$ cat src/rtl/fpga_robots_game_serial_tx.sv
// Host-link transmitter: byte FIFO feeding an async serializer paced by baud1 (8N1 or 8E1).
// Optional parity bit enabled by defining FPGA_ROBOTS_SERTX_PARITY_EN.
module fpga_robots_game_serial_tx #(
    parameter int FIFO_AW = 3
) (
    input  logic       clk,
    input  logic       rst,
    input  logic       baud1,
    input  logic [7:0] i_dat,
    input  logic       i_stb,
    output logic       o_rdy,
    output logic       serial_tx,
    output logic       o_busy
);

    localparam int DEPTH = 2 ** FIFO_AW;
    localparam logic [FIFO_AW:0]   CNT_ZERO = (FIFO_AW + 1)'(1'b0);
    localparam logic [FIFO_AW:0]   CNT_ONE  = (FIFO_AW + 1)'(1'b1);
    localparam logic [FIFO_AW:0]   CNT_FULL = (FIFO_AW + 1)'(DEPTH);
    localparam logic [FIFO_AW-1:0] PTR_ONE  = FIFO_AW'(1'b1);

    typedef enum logic [2:0] {
        ST_IDLE   = 3'd0,
        ST_START  = 3'd1,
        ST_DATA   = 3'd2,
        ST_PARITY = 3'd3,
        ST_STOP   = 3'd4
    } state_t;

`ifdef FPGA_ROBOTS_SERTX_PARITY_EN
    function automatic logic even_parity(input logic [7:0] d);
        return ^d;
    endfunction
`endif

    logic [7:0]         mem_r [DEPTH];
    logic [FIFO_AW-1:0] wr_ptr_r;
    logic [FIFO_AW-1:0] rd_ptr_r;
    logic [FIFO_AW:0]   count_r;
    logic [FIFO_AW:0]   count_next_s;
    state_t             state_r;
    state_t             state_next_s;
    logic [2:0]         bit_r;
    logic [2:0]         bit_next_s;
    logic [7:0]         shreg_r;
    logic [7:0]         shreg_next_s;
    logic               push_s;
    logic               pop_s;
    logic               tx_next_s;

    // Next-state, FIFO pop and next line level; state only moves on a baud1 strobe.
    always_comb begin
        push_s       = i_stb && o_rdy;
        pop_s        = 1'b0;
        state_next_s = state_r;
        bit_next_s   = bit_r;
        shreg_next_s = shreg_r;
        if (baud1) begin
            case (state_r)
                ST_IDLE: begin
                    if (count_r != CNT_ZERO) begin
                        pop_s        = 1'b1;
                        shreg_next_s = mem_r[rd_ptr_r];
                        state_next_s = ST_START;
                    end else begin
                        state_next_s = ST_IDLE;
                    end
                end
                ST_START: begin
                    state_next_s = ST_DATA;
                    bit_next_s   = 3'd0;
                end
                ST_DATA: begin
                    if (bit_r == 3'd7) begin
`ifdef FPGA_ROBOTS_SERTX_PARITY_EN
                        state_next_s = ST_PARITY;
`else
                        state_next_s = ST_STOP;
`endif
                    end else begin
                        bit_next_s = bit_r + 3'd1;
                    end
                end
                ST_PARITY: state_next_s = ST_STOP;
                ST_STOP: begin
                    // Back-to-back frames: the next start bit follows the stop bit directly.
                    if (count_r != CNT_ZERO) begin
                        pop_s        = 1'b1;
                        shreg_next_s = mem_r[rd_ptr_r];
                        state_next_s = ST_START;
                    end else begin
                        state_next_s = ST_IDLE;
                    end
                end
                default: state_next_s = ST_IDLE;
            endcase
        end else begin
            state_next_s = state_r;
        end

        case ({push_s, pop_s})
            2'b10:   count_next_s = count_r + CNT_ONE;
            2'b01:   count_next_s = count_r - CNT_ONE;
            default: count_next_s = count_r;
        endcase

        case (state_next_s)
            ST_IDLE:   tx_next_s = 1'b1;
            ST_START:  tx_next_s = 1'b0;
            ST_DATA:   tx_next_s = shreg_next_s[bit_next_s];
`ifdef FPGA_ROBOTS_SERTX_PARITY_EN
            ST_PARITY: tx_next_s = even_parity(shreg_next_s);
`endif
            ST_STOP:   tx_next_s = 1'b1;
            default:   tx_next_s = 1'b1;
        endcase
    end

    // FIFO storage; contents need no reset because the pointers and count are cleared.
    always_ff @(posedge clk) begin
        if (push_s && !rst) begin
            mem_r[wr_ptr_r] <= i_dat;
        end
    end

    // Control state and registered outputs.
    always_ff @(posedge clk) begin
        if (rst) begin
            wr_ptr_r  <= '0;
            rd_ptr_r  <= '0;
            count_r   <= CNT_ZERO;
            state_r   <= ST_IDLE;
            bit_r     <= 3'd0;
            shreg_r   <= 8'h00;
            serial_tx <= 1'b1;
            o_busy    <= 1'b0;
            o_rdy     <= 1'b0;
        end else begin
            if (push_s) begin
                wr_ptr_r <= wr_ptr_r + PTR_ONE;
            end
            if (pop_s) begin
                rd_ptr_r <= rd_ptr_r + PTR_ONE;
            end
            count_r   <= count_next_s;
            state_r   <= state_next_s;
            bit_r     <= bit_next_s;
            shreg_r   <= shreg_next_s;
            serial_tx <= tx_next_s;
            o_busy    <= (state_next_s != ST_IDLE) || (count_next_s != CNT_ZERO);
            o_rdy     <= (count_next_s != CNT_FULL);
        end
    end

endmodule

$ cat config.mk
export PLATFORM = sky130hd
export DESIGN_NAME = fpga_robots_game_serial_tx
export DESIGN_NICKNAME = d
export VERILOG_FILES = /design/src/rtl/fpga_robots_game_serial_tx.sv
export SDC_FILE = /design/constraint.sdc
export NUM_CORES = 1
export LEC_CHECK = 0
export ABC_CLOCK_PERIOD_IN_PS = 3700
export BUFFER_PORTS_ARGS = -buffer_cell sky130_fd_sc_hd__buf_4
export CORE_AREA = 4 4 91 93
export DETAILED_ROUTE_END_ITERATION = 8
export DIE_AREA = 0 0 95 97
export HOLD_SLACK_MARGIN = 0.15
export PLACE_DENSITY = 0.83
export SKIP_CTS_REPAIR_TIMING = 1
export SLEW_MARGIN = 15
export SYNTH_ARGS = -nofsm -noshare
export SYNTH_HDL_FRONTEND = slang
export SYNTH_SLANG_ARGS = --single-unit
$ cat constraint.sdc
create_clock -name clk -period 3.7 [get_ports clk]
set_input_delay 1.11 -clock clk [delete_from_list [all_inputs] [get_ports clk]]
set_output_delay 1.11 -clock clk [all_outputs]
set_load 0.005 [all_outputs]
# After elaboration in Yosys (flattened, before gate mapping)
# Memory sizes are Yosys's and may differ from the RTL's. A register that Yosys moved wholly into a read port is not among the register bits.
# Index checks and enable logic that the tools add are counted.
[word_totals]
ff_bits = 27
in_bits = 12
output_inout_bits = 3
word_cells = 56
ram_bits = 64
n_memories = 1
[memory_table]
columns = ["memory", "words", "width", "rd", "rd_ports_with_merged_regs", "write_ports", "line_no", "text"]
rows = [
  ["mem_r", 8, 8, 1, 1, 1, "36", "logic [7:0] mem_r [DEPTH];"],
]
[classes]
n_addsub = 5
muxes = 21
order_cmp = 1
n_eq_ne = 10
reduce_logical = 9
[op_table]
columns = ["operator", "n"]
rows = [
  ["$mux W8", 3],
  ["$mux W3", 6],
  ["$pmux W3 S4", 1],
  ["$add A3 B1 Y3 const B", 3],
  ["$eq A3 B2 Y1 const B", 3],
  ["$pmux W4 S2", 1],
  ["$reduce_bool A4 Y1", 2],
  ["$mux W1", 7],
  ["$eq A3 B1 Y1 const B", 2],
  ["$eq A3 B3 Y1 const B", 2],
  ["$pmux W3 S2", 1],
  ["$add A4 B1 Y4 const B", 1],
  ["$lt A3 B4 Y1 const B", 1],
  ["$ne A4 B4 Y1 const B", 1],
  ["$sub A4 B1 Y4 const B", 1],
  ["$bmux W1 S3", 1],
  ["$logic_not A3 Y1", 1],
  ["$reduce_bool A3 Y1", 1],
  ["$eq A2 B1 Y1 const B", 1],
  ["$eq A2 B2 Y1 const B", 1],
  ["$logic_and A1 B1 Y1", 2],
  ["$pmux W1 S2", 1],
  ["$reduce_or A2 Y1", 1],
  ["$logic_not A1 Y1", 1],
  ["$logic_or A1 B1 Y1", 1],
]

# Longest topological paths before layout
[depth]
ltp_word = 8
depth_mapped = 13
depth_no_buf = 12

# Worst setup path after synthesis
# No wires, ideal clock.
[synth_timing]
path_type = "input to register"
start = "in i_stb"
end = "reg o_busy"
path_buffers = 1
path_slack_ps = 654
required_ps = 3568
arrival_ps = 2914
cell_stages = 12
setup_time_ps = 132
cell_sequence = "and2_1 -> clkbuf_1 -> inv_1 -> ha_1 -> xor2_1 -> ha_1 -> a21oi_1 -> xor2_1 -> nor2_1 -> xnor2_1 -> nor2b_1 -> a31oi_1"
[synth_between]
elab_chain_len = 5
word_cells_on_any_way = 6
cone_classes = "2 x eq/ne; 1 x mux; 3 x reduce/logical"
[synth_lines]
columns = ["element", "line_no", "text"]
rows = [
  ["start, declared", "10", "input logic i_stb,"],
  ["$logic_and A1 B1 Y1 *", "53", "push_s = i_stb && o_rdy;"],
  ["$eq A2 B1 Y1 or $eq A2 B2 Y1 (tied branches)", "101", "case ({push_s, pop_s})"],
  ["$pmux W4 S2 *", "101", ""],
  ["$reduce_bool A4 Y1 *", "150", "o_busy <= (state_next_s != ST_IDLE) || (count_next_s != CNT_ZERO);"],
  ["$logic_or A1 B1 Y1 *", "150", ""],
  ["end signal, assigned", "150", ""],
  ["end, declared", "13", "output logic o_busy"],
]
# Every way passes the cells marked *; elsewhere a longest branch is shown, timed or not.
# A chain may end at the register's enable or synchronous reset.

# Worst setup path in the final report
[layout_timing]
start = "in i_stb"
end = "reg o_rdy"
[layout_between]
elab_chain_len = 4
word_cells_on_any_way = 5
cone_classes = "3 x eq/ne; 1 x mux; 1 x reduce/logical"
[layout_lines]
columns = ["element", "line_no", "text"]
rows = [
  ["$logic_and A1 B1 Y1 *", "53", ""],
  ["$eq A2 B1 Y1 or $eq A2 B2 Y1 (tied branches)", "101", ""],
  ["$pmux W4 S2 *", "101", ""],
  ["$ne A4 B4 Y1 *", "151", "o_rdy <= (count_next_s != CNT_FULL);"],
  ["end signal, assigned", "151", ""],
  ["end, declared", "11", "output logic o_rdy,"],
]
# Marks and branches as above.

==> impl_results.rst <==
.. list-table::
   :header-rows: 1

   * - Metric
     - Value
   * - Combinational fraction of design power
     - 0.241
   * - Outcome
     - complete, no violations
   * - Weighted congestion reported at the end of routability-driven placement
     - 0.768
   * - Critical Path Sink
     - o_rdy
   * - Setup crit start kind
     - input port
   * - Die ar.
     - 9220 um2
   * - Setup Total Neg Slack
     - 0 ns
   * - Clock latency at the later pin of the worst-skew pair
     - 0.36 ns
   * - TritonCTS clock tree
     - built
   * - Worst slew margin relative to its limit
     - 0.483
   * - Final Worst Setup Slack
     - 0.804 ns
   * - Launching point of the worst reg2reg path
     - count_r[0]
   * - Detailed-placement wirelength estimate
     - 4480 um
   * - H-tree Lvls
     - 3
   * - Global-route wire length before repair
     - 11600 um
   * - Sequence of cells on the critical path
     - buf_4 -> and2_1 -> inv_1 -> ha_1 -> xor2_1 -> ha_1 -> a21oi_1 -> xor2_1 -> nor2_1 -> xnor2_1 -> nor2b_1 -> a21oi_1
   * - Multi-input gate area in the final layout
     - 1390 um2
   * - Setup violation total in the final timing report
     - 0
   * - Top-area cell type share of the netlist area
     - 0.480
   * - Post-route clock skew
     - 0.0109 ns
   * - Sequential share of power
     - 0.504
   * - CP startpoint
     - i_stb
   * - Number of standard cells in the layout, taps in and fillers out
     - 398
   * - Row count
     - 32
   * - Instance area at placement
     - 4230 um2
   * - Cells after synthesis
     - 271
   * - Achievable frequency
     - 0.345 GHz
   * - Drt total wl
     - 6910 um
   * - Antenna viol nets, final
     - 0
   * - Share of the yosys chip area belonging to registers
     - 0.629
   * - Layout Nets
     - 309
   * - Sink Count
     - 94
   * - #FFs+latches synth
     - 94
   * - Top cells by area, synth
     - edfxtp_1, dfxtp_1, mux4_1, mux4_2, mux2i_1
   * - Peak supply drop
     - 0.000252 V
   * - # IOs
     - 15
   * - Power density of the placed cells
     - 590 nW/um2
   * - Mean Syn Cell Area
     - 14.8 um2
   * - Wire length on met1
     - 3140 um
   * - Count of filler cells inserted in the layout
     - 585
   * - Main synth FF type
     - edfxtp_1
   * - Worst Reg2Reg Path Length in Cells
     - 12
   * - Post-route total power
     - 2.62 mW
   * - Flip-flop and latch area
     - 2520 um2
   * - Maximum count of clock buffers along a single path
     - 2
   * - Psw
     - 819 uW
   * - Port Buffer Count
     - 14
   * - Final design utilization
     - 0.590
   * - Highest signal layer in the routed design
     - met4
   * - Final min period
     - 2.90 ns
   * - Layout cells sized above 1
     - 0.189
   * - Peak fanout along the critical path
     - 7
   * - Core box area
     - 7530 um2
   * - Synth-to-layout area growth
     - 10.7%
   * - Chip Height
     - 97 um
   * - Detailed-route vias per instance
     - 5.66
   * - Cell internal pwr
     - 1.80 mW
   * - Hold Slack
     - 0.498 ns
   * - Final Instance Area
     - 4440 um2
   * - Synthesized area
     - 4010 um2
   * - Delay of the slowest cell on the worst path
     - 0.31 ns
   * - Share of synthesized flip-flops with an asynchronous set or reset
     - 0
   * - Sum of met3 wire segment lengths after detailed routing
     - 204 um
   * - Count of routing violations after the opening detailed-route iteration
     - 172
   * - Clock Tree Root
     - clkbuf_8
   * - First drt pass iteration count
     - 6
   * - Number of warnings issued by yosys
     - 0
   * - Final period utilization
     - 0.783
   * - Leading cell types in the layout, fill and taps excluded
     - edfxtp_1, dfxtp_1, nor2_1
   * - Via count of the routed design
     - 2254
   * - Clock transition at path regs
     - 0.10 ns
   * - Number of design rule violations left after detail routing
     - 0
   * - Final hold vios
     - 0
   * - Number of max-cap violations
     - 0
   * - Critical path endpoint category
     - flop
   * - Die extent in x
     - 95 um
   * - Worst-case setup slack after placement
     - 0.437 ns
   * - Worst Tran Pin Value
     - 0.775 ns
   * - Count of flip-flops with a built-in enable after synthesis
     - 64
   * - End of the worst register-to-register path
     - o_rdy
   * - Critical Path AT
     - 3.13 ns
   * - Clock buffer count from CTS
     - 9
   * - Post-synth cell types
     - 46
   * - Number of max-slew violations in the final report
     - 0
   * - RSZ-0062 raised after global routing
     - false
   * - Drt wl/cell
     - 17.3 um
   * - Number of global-route vias before repair
     - 2273
   * - Worst Path Required
     - 3.93 ns
   * - Clk network pwr share
     - 0.255
   * - Post-synthesis net count
     - 289
   * - Standard cell with the maximum stage delay on the critical path
     - ha_1
   * - Fraction of power spent switching nets
     - 0.313
   * - Antenna diode instance count
     - 0
   * - Hold/Removal Path Class
     - flop to flop
   * - Starting density of the core
     - 0.532
   * - R2R setup slack
     - 0.91 ns
   * - Overall fraction of global-route tracks in use
     - 0.165
   * - Leak Pwr
     - 1.50 nW
   * - Total grt overflow
     - 0
   * - Met2 wire length
     - 3440 um
   * - Placed insts
     - 382
   * - Most common cell after layout, fill and taps aside
     - edfxtp_1
   * - Number of antenna violations at the first check in global routing
     - 0
   * - Synth area leader
     - edfxtp_1
   * - Maximum number of pins on one net before global-route repair
     - 32
   * - Crit Path Class
     - input port to flop
[power by group through the flow]
| stage | clock network (mW) | registers [mW] | logic (mW) |
|---|---|---|---|
| finish | 0.668 | 1.32 | 0.630 |
| global route | 0.738 | 1.33 | 0.699 |
| CTS | 0.687 | 1.32 | 0.633 |
| detailed placement | 0 | 1.34 | 0.628 |
| global placement | 0 | 1.34 | 0.607 |
| floorplan | 0 | 1.29 | 0.557 |
[area by class of cell]
| cell class | count | share of cell area |
|---|---|---|
| flip-flops and latches | 94 | 0.568 |
| multi-input cells | 159 | 0.314 |
| repair buffers | 22 | 0.0372 |
| well taps | 102 | 0.0288 |
| clock buffers | 9 | 0.0279 |
| clock inverters | 7 | 0.0189 |
| inverters | 5 | 0.00536 |
[synthesized netlist by cell type (2+ instances only)]
cell type  count
nand2b_1       4
and4bb_1       2
o311ai_0       2
ha_1           6
nor2_1        29
nand2_1       11
nor3_1         9
nand3b_1       3
buf_6          3
xor2_1         6
nor4_1         3
xnor2_1        5
clkbuf_1       7
o22ai_1        2
and2_1         2
nand3_1        2
a211oi_1       2
mux2i_1       13
a21oi_1       14
inv_1          4
edfxtp_1      64
nor2b_1        4
o21ai_0        2
mux2_2         6
a31oi_1        2
dfxtp_1       30
mux4_1        10
mux4_2         6
[metal layers]
metal,vias up,GRT usage
met2,49,0.259
li1,1079,-
met4,0,0.0677
met1,1113,0.225
met5,-,0
met3,13,0.0319
[sequential cells by signal (all words and copies together), names as in the netlist, 3 cells and up, named ones only]
name	count
count_r	4
bit_r	3
shreg_r	8
rd_ptr_r	3
state_r	3
mem_r	64
wr_ptr_r	3
[kinds of logic after synthesis]
logic type	Yosys count	share of synthesized area
flip-flops	94	0.629
adder cells (fa/ha/maj)	6	0.0187
AND/OR/NAND/NOR	75	0.0952
AO/OA/AOI/OAI	32	0.0559
buffers and inverters	18	0.0281
XOR/XNOR	11	0.0240
multiplexers	35	0.149
[critical path, delay by kind of cell]
kind                       cells  cell delay, ns
and+or+nand+nor                3            0.51
xor gates and xnor gates       3            0.51
adders and majority gates      2            0.50
buffers and inverters          2            0.25
AOI/OAI and AO/OA              2            0.25
[worst min path at each step]
stage | startpoint | to | slack (ns) | cells past startpoint
2_1_floorplan | shreg_r[1] | shreg_r[1] | 0.45 | 2
3_3_place_gp | shreg_r[1] | shreg_r[1] | 0.47 | 2
3_5_place_dp | shreg_r[1] | shreg_r[1] | 0.48 | 2
4_1_cts | shreg_r[1] | shreg_r[1] | 0.50 | 2
5_1_grt | shreg_r[2] | shreg_r[2] | 0.55 | 2
6_report | shreg_r[1] | shreg_r[1] | 0.50 | 2
Power figures use the tool's default switching activity.
